`config.mk`:
```
export PLATFORM = sky130hd
export DESIGN_NAME = axil_arbiter2
export DESIGN_NICKNAME = d
export VERILOG_FILES = /design/src/rtl/axil_arbiter2.sv
export SDC_FILE = /design/constraint.sdc
export NUM_CORES = 1
export LEC_CHECK = 0
export ABC_AREA = 1
export BUFFER_PORTS_ARGS = -buffer_cell sky130_fd_sc_hd__buf_2
export CAP_MARGIN = 20
export CELL_PAD_IN_SITES_DETAIL_PLACEMENT = 0
export CELL_PAD_IN_SITES_GLOBAL_PLACEMENT = 1
export CORE_MARGIN = 2
export CORE_UTILIZATION = 13
export CTS_CLUSTER_DIAMETER = 60
export DETAILED_ROUTE_END_ITERATION = 10
export GPL_TIMING_DRIVEN = 0
export PLACE_DENSITY = 0.85
export SETUP_SLACK_MARGIN = 0.1
export SLEW_MARGIN = 20
export SYNTH_ARGS = -nofsm -noshare
export SYNTH_HDL_FRONTEND = slang
export SYNTH_SLANG_ARGS = --single-unit
```
`constraint.sdc`:
```
create_clock -name wb_clk_i -period 1.2 [get_ports wb_clk_i]
set_clock_uncertainty 0.15 [all_clocks]
set_input_delay 0.12 -clock wb_clk_i [delete_from_list [all_inputs] [get_ports wb_clk_i]]
set_output_delay 0.12 -clock wb_clk_i [all_outputs]
set_load 0.02 [all_outputs]
```
`src/rtl/axil_arbiter2.sv`:
```
// -----------------------------------------------------------------------------
// axil_arbiter2
//
// Round-robin arbiter that shares one AXI-Lite slave port between two AXI-Lite
// masters. Master 0 is the Wishbone-to-AXI-Lite bridge. Master 1 is the
// DMA/configuration engine. One complete transaction is granted at a time:
// either a write (AW + W) or a read (AR + R).
//
// Handshake semantics (all channels): a beat transfers on a rising clock edge
// where valid and ready are both high. A valid, once raised, is held with
// stable payload until that edge.
//
// Ports
//   wb_clk_i, wb_rst_i       clock, synchronous active-high reset
//   m0_* / m1_*              master-side AW, W, AR and R channels
//   aw*, w*, ar*, r*         slave-side channels
//   gnt                      currently or most recently granted master
//   dbg_st                   FSM state (0 = IDLE, 1 = WR, 2 = RD)
//   dbg_last                 last fully served master
// -----------------------------------------------------------------------------
module axil_arbiter2 #(
    parameter int pADDR_WIDTH = 12,
    parameter int pDATA_WIDTH = 32
) (
    input  logic                   wb_clk_i,
    input  logic                   wb_rst_i,
    // master 0
    input  logic                   m0_awvalid,
    output logic                   m0_awready,
    input  logic [pADDR_WIDTH-1:0] m0_awaddr,
    input  logic                   m0_wvalid,
    output logic                   m0_wready,
    input  logic [pDATA_WIDTH-1:0] m0_wdata,
    input  logic                   m0_arvalid,
    output logic                   m0_arready,
    input  logic [pADDR_WIDTH-1:0] m0_araddr,
    output logic                   m0_rvalid,
    input  logic                   m0_rready,
    output logic [pDATA_WIDTH-1:0] m0_rdata,
    // master 1
    input  logic                   m1_awvalid,
    output logic                   m1_awready,
    input  logic [pADDR_WIDTH-1:0] m1_awaddr,
    input  logic                   m1_wvalid,
    output logic                   m1_wready,
    input  logic [pDATA_WIDTH-1:0] m1_wdata,
    input  logic                   m1_arvalid,
    output logic                   m1_arready,
    input  logic [pADDR_WIDTH-1:0] m1_araddr,
    output logic                   m1_rvalid,
    input  logic                   m1_rready,
    output logic [pDATA_WIDTH-1:0] m1_rdata,
    // slave
    output logic                   awvalid,
    input  logic                   awready,
    output logic [pADDR_WIDTH-1:0] awaddr,
    output logic                   wvalid,
    input  logic                   wready,
    output logic [pDATA_WIDTH-1:0] wdata,
    output logic                   arvalid,
    input  logic                   arready,
    output logic [pADDR_WIDTH-1:0] araddr,
    input  logic                   rvalid,
    output logic                   rready,
    input  logic [pDATA_WIDTH-1:0] rdata,
    // status
    output logic                   gnt,
    output logic [1:0]             dbg_st,
    output logic                   dbg_last
);

    typedef enum logic [1:0] {
        IDLE = 2'd0,
        WR   = 2'd1,
        RD   = 2'd2
    } st_t;

    st_t  st, st_nxt;
    logic gnt_nxt;
    logic last, last_nxt;
    logic aw_done, aw_done_nxt;
    logic w_done, w_done_nxt;
    logic ar_done, ar_done_nxt;

    // request terms
    logic wreq0, wreq1, req0, req1, pick;
    assign wreq0 = m0_awvalid | m0_wvalid;
    assign wreq1 = m1_awvalid | m1_wvalid;
    assign req0  = wreq0 | m0_arvalid;
    assign req1  = wreq1 | m1_arvalid;
    // on a tie the master that was not served last wins
    assign pick  = (req0 & req1) ? ~last : req1;

    // granted master's signals, selected by the registered grant only
    logic                   g_awvalid, g_wvalid, g_arvalid, g_rready;
    logic [pADDR_WIDTH-1:0] g_awaddr, g_araddr;
    logic [pDATA_WIDTH-1:0] g_wdata;
    assign g_awvalid = gnt ? m1_awvalid : m0_awvalid;
    assign g_wvalid  = gnt ? m1_wvalid  : m0_wvalid;
    assign g_arvalid = gnt ? m1_arvalid : m0_arvalid;
    assign g_rready  = gnt ? m1_rready  : m0_rready;
    assign g_awaddr  = gnt ? m1_awaddr  : m0_awaddr;
    assign g_araddr  = gnt ? m1_araddr  : m0_araddr;
    assign g_wdata   = gnt ? m1_wdata   : m0_wdata;

    logic aw_hs, w_hs, ar_hs, r_hs;
    assign aw_hs = awvalid & awready;
    assign w_hs  = wvalid & wready;
    assign ar_hs = arvalid & arready;
    assign r_hs  = rvalid & rready;

    assign dbg_st   = st;
    assign dbg_last = last;

    // channel routing
    always_comb begin
        awvalid    = 1'b0;
        wvalid     = 1'b0;
        arvalid    = 1'b0;
        rready     = 1'b0;
        awaddr     = '0;
        wdata      = '0;
        araddr     = '0;
        m0_awready = 1'b0;
        m0_wready  = 1'b0;
        m0_arready = 1'b0;
        m0_rvalid  = 1'b0;
        m0_rdata   = '0;
        m1_awready = 1'b0;
        m1_wready  = 1'b0;
        m1_arready = 1'b0;
        m1_rvalid  = 1'b0;
        m1_rdata   = '0;
        case (st)
            WR: begin
                // done flags mask each channel after its single beat
                awvalid = g_awvalid & ~aw_done;
                wvalid  = g_wvalid & ~w_done;
                awaddr  = g_awaddr;
                wdata   = g_wdata;
                if (gnt) begin
                    m1_awready = awready & ~aw_done;
                    m1_wready  = wready & ~w_done;
                end else begin
                    m0_awready = awready & ~aw_done;
                    m0_wready  = wready & ~w_done;
                end
            end
            RD: begin
                arvalid = g_arvalid & ~ar_done;
                araddr  = g_araddr;
                // R is only accepted once the address has been issued
                rready  = g_rready & ar_done;
                if (gnt) begin
                    m1_arready = arready & ~ar_done;
                    m1_rvalid  = rvalid & ar_done;
                    m1_rdata   = rdata;
                end else begin
                    m0_arready = arready & ~ar_done;
                    m0_rvalid  = rvalid & ar_done;
                    m0_rdata   = rdata;
                end
            end
            default: ;
        endcase
    end

    // next state
    always_comb begin
        st_nxt      = st;
        gnt_nxt     = gnt;
        last_nxt    = last;
        aw_done_nxt = aw_done;
        w_done_nxt  = w_done;
        ar_done_nxt = ar_done;
        case (st)
            IDLE: begin
                if (req0 | req1) begin
                    gnt_nxt = pick;
                    // a write wins over a read from the same master
                    st_nxt  = (pick ? wreq1 : wreq0) ? WR : RD;
                end
            end
            WR: begin
                if ((aw_done | aw_hs) & (w_done | w_hs)) begin
                    st_nxt      = IDLE;
                    aw_done_nxt = 1'b0;
                    w_done_nxt  = 1'b0;
                    last_nxt    = gnt;
                end else begin
                    aw_done_nxt = aw_done | aw_hs;
                    w_done_nxt  = w_done | w_hs;
                end
            end
            RD: begin
                if (r_hs) begin
                    st_nxt      = IDLE;
                    ar_done_nxt = 1'b0;
                    last_nxt    = gnt;
                end else if (ar_hs) begin
                    ar_done_nxt = 1'b1;
                end
            end
            default: st_nxt = IDLE;
        endcase
    end

    always_ff @(posedge wb_clk_i) begin
        if (wb_rst_i) begin
            st      <= IDLE;
            gnt     <= 1'b0;
            last    <= 1'b1;
            aw_done <= 1'b0;
            w_done  <= 1'b0;
            ar_done <= 1'b0;
        end else begin
            st      <= st_nxt;
            gnt     <= gnt_nxt;
            last    <= last_nxt;
            aw_done <= aw_done_nxt;
            w_done  <= w_done_nxt;
            ar_done <= ar_done_nxt;
        end
    end

endmodule

```
==> results.json <==
{
  "yosysUniqueCellTypes": 24,
  "areaGrowthSynthToFinish_pct": 245,
  "clock_path_buffers": 2,
  "io_buf_count": 293,
  "grt_busiest_layer": "met2",
  "timing.fmax_ghz": 0.590,
  "net_switching_component_of_the_power_uw": 4820,
  "drt-initial-drc-count": 65,
  "routabilityCongestion": 0.805,
  "die_outline_area_um2": 14800,
  "num-nets-final": 846,
  "die_height_um": 121,
  "worst_ep_required_time_ns": 0.93,
  "grt_antenna_before_repair": 0,
  "cts_tree": "done",
  "via_per_inst": 4.14,
  "period_utilisation_layout": 1.41,
  "final-instance-count-excl-fill": 863,
  "worst_setup_path_end_kind": "output port",
  "h-tree-depth": 1,
  "num_antenna_cells": 0,
  "final.setup.worst_slack_ns": -0.495,
  "std_cell_rows": 42,
  "cellInternalPower_uw": 4540,
  "timing_max_transition_violations_final": 0,
  "worstSetupStartpointType": "flop",
  "met3_usage": 0.0268,
  "netSwitchingFraction": 0.515,
  "tritoncts_num_sinks": 7,
  "fp.coreArea_um2": 13300,
  "top_library_cells_by_usage_in_the_layout_fill_and_taps_aside": "170 x sky130_fd_sc_hd__buf_2, 120 x sky130_fd_sc_hd__buf_6, 71 x sky130_fd_sc_hd__nor2_4, 69 x sky130_fd_sc_hd__nand2_1, 44 x sky130_fd_sc_hd__a21oi_4",
  "clkSlewWorstSetupHoldPaths_ns": 0.03,
  "grt_use_met1": 0.171,
  "final_antenna_net_count": 0,
  "final.min_clock_period_ns": 1.69,
  "detail_route.wirelength_um": 12300,
  "synth_cells": 367,
  "mappedNetlistNets": 525,
  "synth.avg_cell_area_um2": 4.89,
  "pwr-share-seq": 0.044,
  "track_usage": 0.148,
  "leakage_power_figure_uw": 0.00287,
  "wire_per_inst_um": 14.2,
  "cts-buffers-inserted": 3,
  "critPathKind": "flop to output port",
  "nFillCells": 1252,
  "number_of_global_route_vias_before_repair": 3535,
  "boundaryPins": 294,
  "regArea_um2": 149,
  "firstDrtPassIters": 4,
  "max_cap_violations": 0,
  "grt_max_degree": 11,
  "die_x_um": 121,
  "ys_ff_latch": 7,
  "grt_pass1_wl_um": 17700,
  "violations": "negative setup slack",
  "max_slew_headroom_at_the_worst_pin": 0.818,
  "worst-path-max-fanout": 10,
  "synth-warning-count": 0,
  "grt.met2_usage": 0.290,
  "hpwl_um": 9270,
  "gr-total-overflow": 0,
  "worstHoldPathType": "primary input to flop",
  "clk_latency_ns": 0.23,
  "p_comb_frac": 0.897,
  "num_vias": 3572,
  "dp.cells": 836,
  "timing.final.hold_violations": 0,
  "rsz0062_at_grt": "yes",
  "initial_core_util": 0.134,
  "drive_above_1_share": 0.790,
  "multi_input_comb_area_um2": 2650,
  "drc": 0,
  "synth_seq_area_share": 0.0781,
  "status": "finished with violations",
  "finish.utilization": 0.463,
  "layout_commonest_cell": "sky130_fd_sc_hd__buf_2",
  "clockPowerShare": 0.060,
  "setup_viol_count_final": 139,
  "synthesis.area_um2": 1790,
  "ctsRootBufferMaster": "sky130_fd_sc_hd__clkbuf_16",
  "worst_pin_slew_ns": 0.273,
  "worst_ep_arrival_time_ns": 1.42,
  "vdd_drop_max_mv": 0.935,
  "cellPowerDensity_nw_per_um2": 1510
}
cell families after synthesis:
logic type,Yosys count,synth area share
AO/OA/AOI/OAI,66,0.230
flip-flops,7,0.0781
AND/OR/NAND/NOR,221,0.502
buffers and inverters,73,0.190
cell usage after synthesis:
master | n | area, um^2
sky130_fd_sc_hd__a211oi_4 | 1 | 20.0
sky130_fd_sc_hd__a21oi_1 | 47 | 235
sky130_fd_sc_hd__a21oi_2 | 1 | 8.76
sky130_fd_sc_hd__a22o_1 | 12 | 105
sky130_fd_sc_hd__a22oi_2 | 1 | 12.5
sky130_fd_sc_hd__a31oi_1 | 1 | 6.26
sky130_fd_sc_hd__buf_2 | 17 | 85.1
sky130_fd_sc_hd__buf_4 | 5 | 37.5
sky130_fd_sc_hd__buf_6 | 1 | 11.3
sky130_fd_sc_hd__buf_8 | 1 | 15.0
sky130_fd_sc_hd__dfxtp_1 | 7 | 140
sky130_fd_sc_hd__inv_1 | 45 | 169
sky130_fd_sc_hd__inv_2 | 3 | 11.3
sky130_fd_sc_hd__inv_8 | 1 | 11.3
sky130_fd_sc_hd__nand2_1 | 120 | 450
sky130_fd_sc_hd__nand2_4 | 3 | 33.8
sky130_fd_sc_hd__nand3_1 | 6 | 30.0
sky130_fd_sc_hd__nand3_2 | 3 | 30.0
sky130_fd_sc_hd__nand4_1 | 2 | 12.5
sky130_fd_sc_hd__nor2_1 | 83 | 312
sky130_fd_sc_hd__nor2_4 | 2 | 22.5
sky130_fd_sc_hd__nor3_1 | 2 | 10.0
sky130_fd_sc_hd__o21ai_2 | 2 | 17.5
sky130_fd_sc_hd__o31ai_1 | 1 | 7.51
layer usage:
| metal | part of all wire | wire (um) |
|---|---|---|
| met5 | 0 | 0 |
| met3 | 0.073 | 891 |
| met4 | 0.0071 | 87 |
| met1 | 0.37 | 4510 |
| met2 | 0.55 | 6780 |
power by group through the flow:
stage	Sequential (uW)	Clock (uW)	Combinational, uW
floorplan	464	0	4600
global placement	412	0	6240
detailed placement	417	0	6260
CTS	408	565	7830
global route	420	587	8840
finish	410	558	8390
timing repair:
item                                    4_1_cts  5_1_grt
hold buffers                                  3        0
cloned                                        3        2
endpoints found under the setup margin      139      142
setup buffers                                14        2
pin swaps                                     7        9
hold endpoints to repair                      2        0
gates resized for setup                     265       90
registers in the layout (all words and copies together), names as in the netlist:
| register | count |
|---|---|
| dbg_last | 1 |
| w_done | 1 |
| dbg_st | 2 |
| aw_done | 1 |
| ar_done | 1 |
| gnt | 1 |
critical path: stages, from the launching register on:
cell	delay (ns)
sky130_fd_sc_hd__dfxtp_2	0.34
sky130_fd_sc_hd__buf_12	0.15
sky130_fd_sc_hd__buf_8	0.16
sky130_fd_sc_hd__buf_8	0.14
sky130_fd_sc_hd__nand2_1	0.09
sky130_fd_sc_hd__a21oi_4	0.18
sky130_fd_sc_hd__buf_6	0.14
final cells by class:
cell class,instances,share of cell area
tap,176,0.0356
multi-input combinational,287,0.429
clock buffer,4,0.0127
inverter,49,0.0334
timing repair buffer,316,0.400
buffer,24,0.0651
sequential,7,0.0241
stage by stage:
step | hold WS (ns) | instance area, um^2 | setup TNS [ns] | worst slack, ns | power [uW]
finish | 0.00325 | 6190 | -60.92 | -0.495 | 9360
global route | 0.00220 | 6190 | -69.00 | -0.554 | 9840
CTS | 0.00196 | 5830 | -61.76 | -0.506 | 8810
detailed placement | 0.225 | 4700 | -40.96 | -0.408 | 6680
global placement | 0.225 | 4700 | -40.23 | -0.390 | 6660
floorplan | 0.0297 | 3020 | -21.53 | -0.214 | 5070
path summary, 6_finish.rpt:
check        startpoint        end  slack [ns]  depth (start not counted)
max                 gnt  wdata[17]       -0.49                          6
min             arready    ar_done       0.003                          3
max reg2reg         gnt  dbg_st[1]       -0.32                          8
min reg2reg     aw_done    aw_done        0.34                          2
No activity file was read; power rests on OpenSTA's default activity.
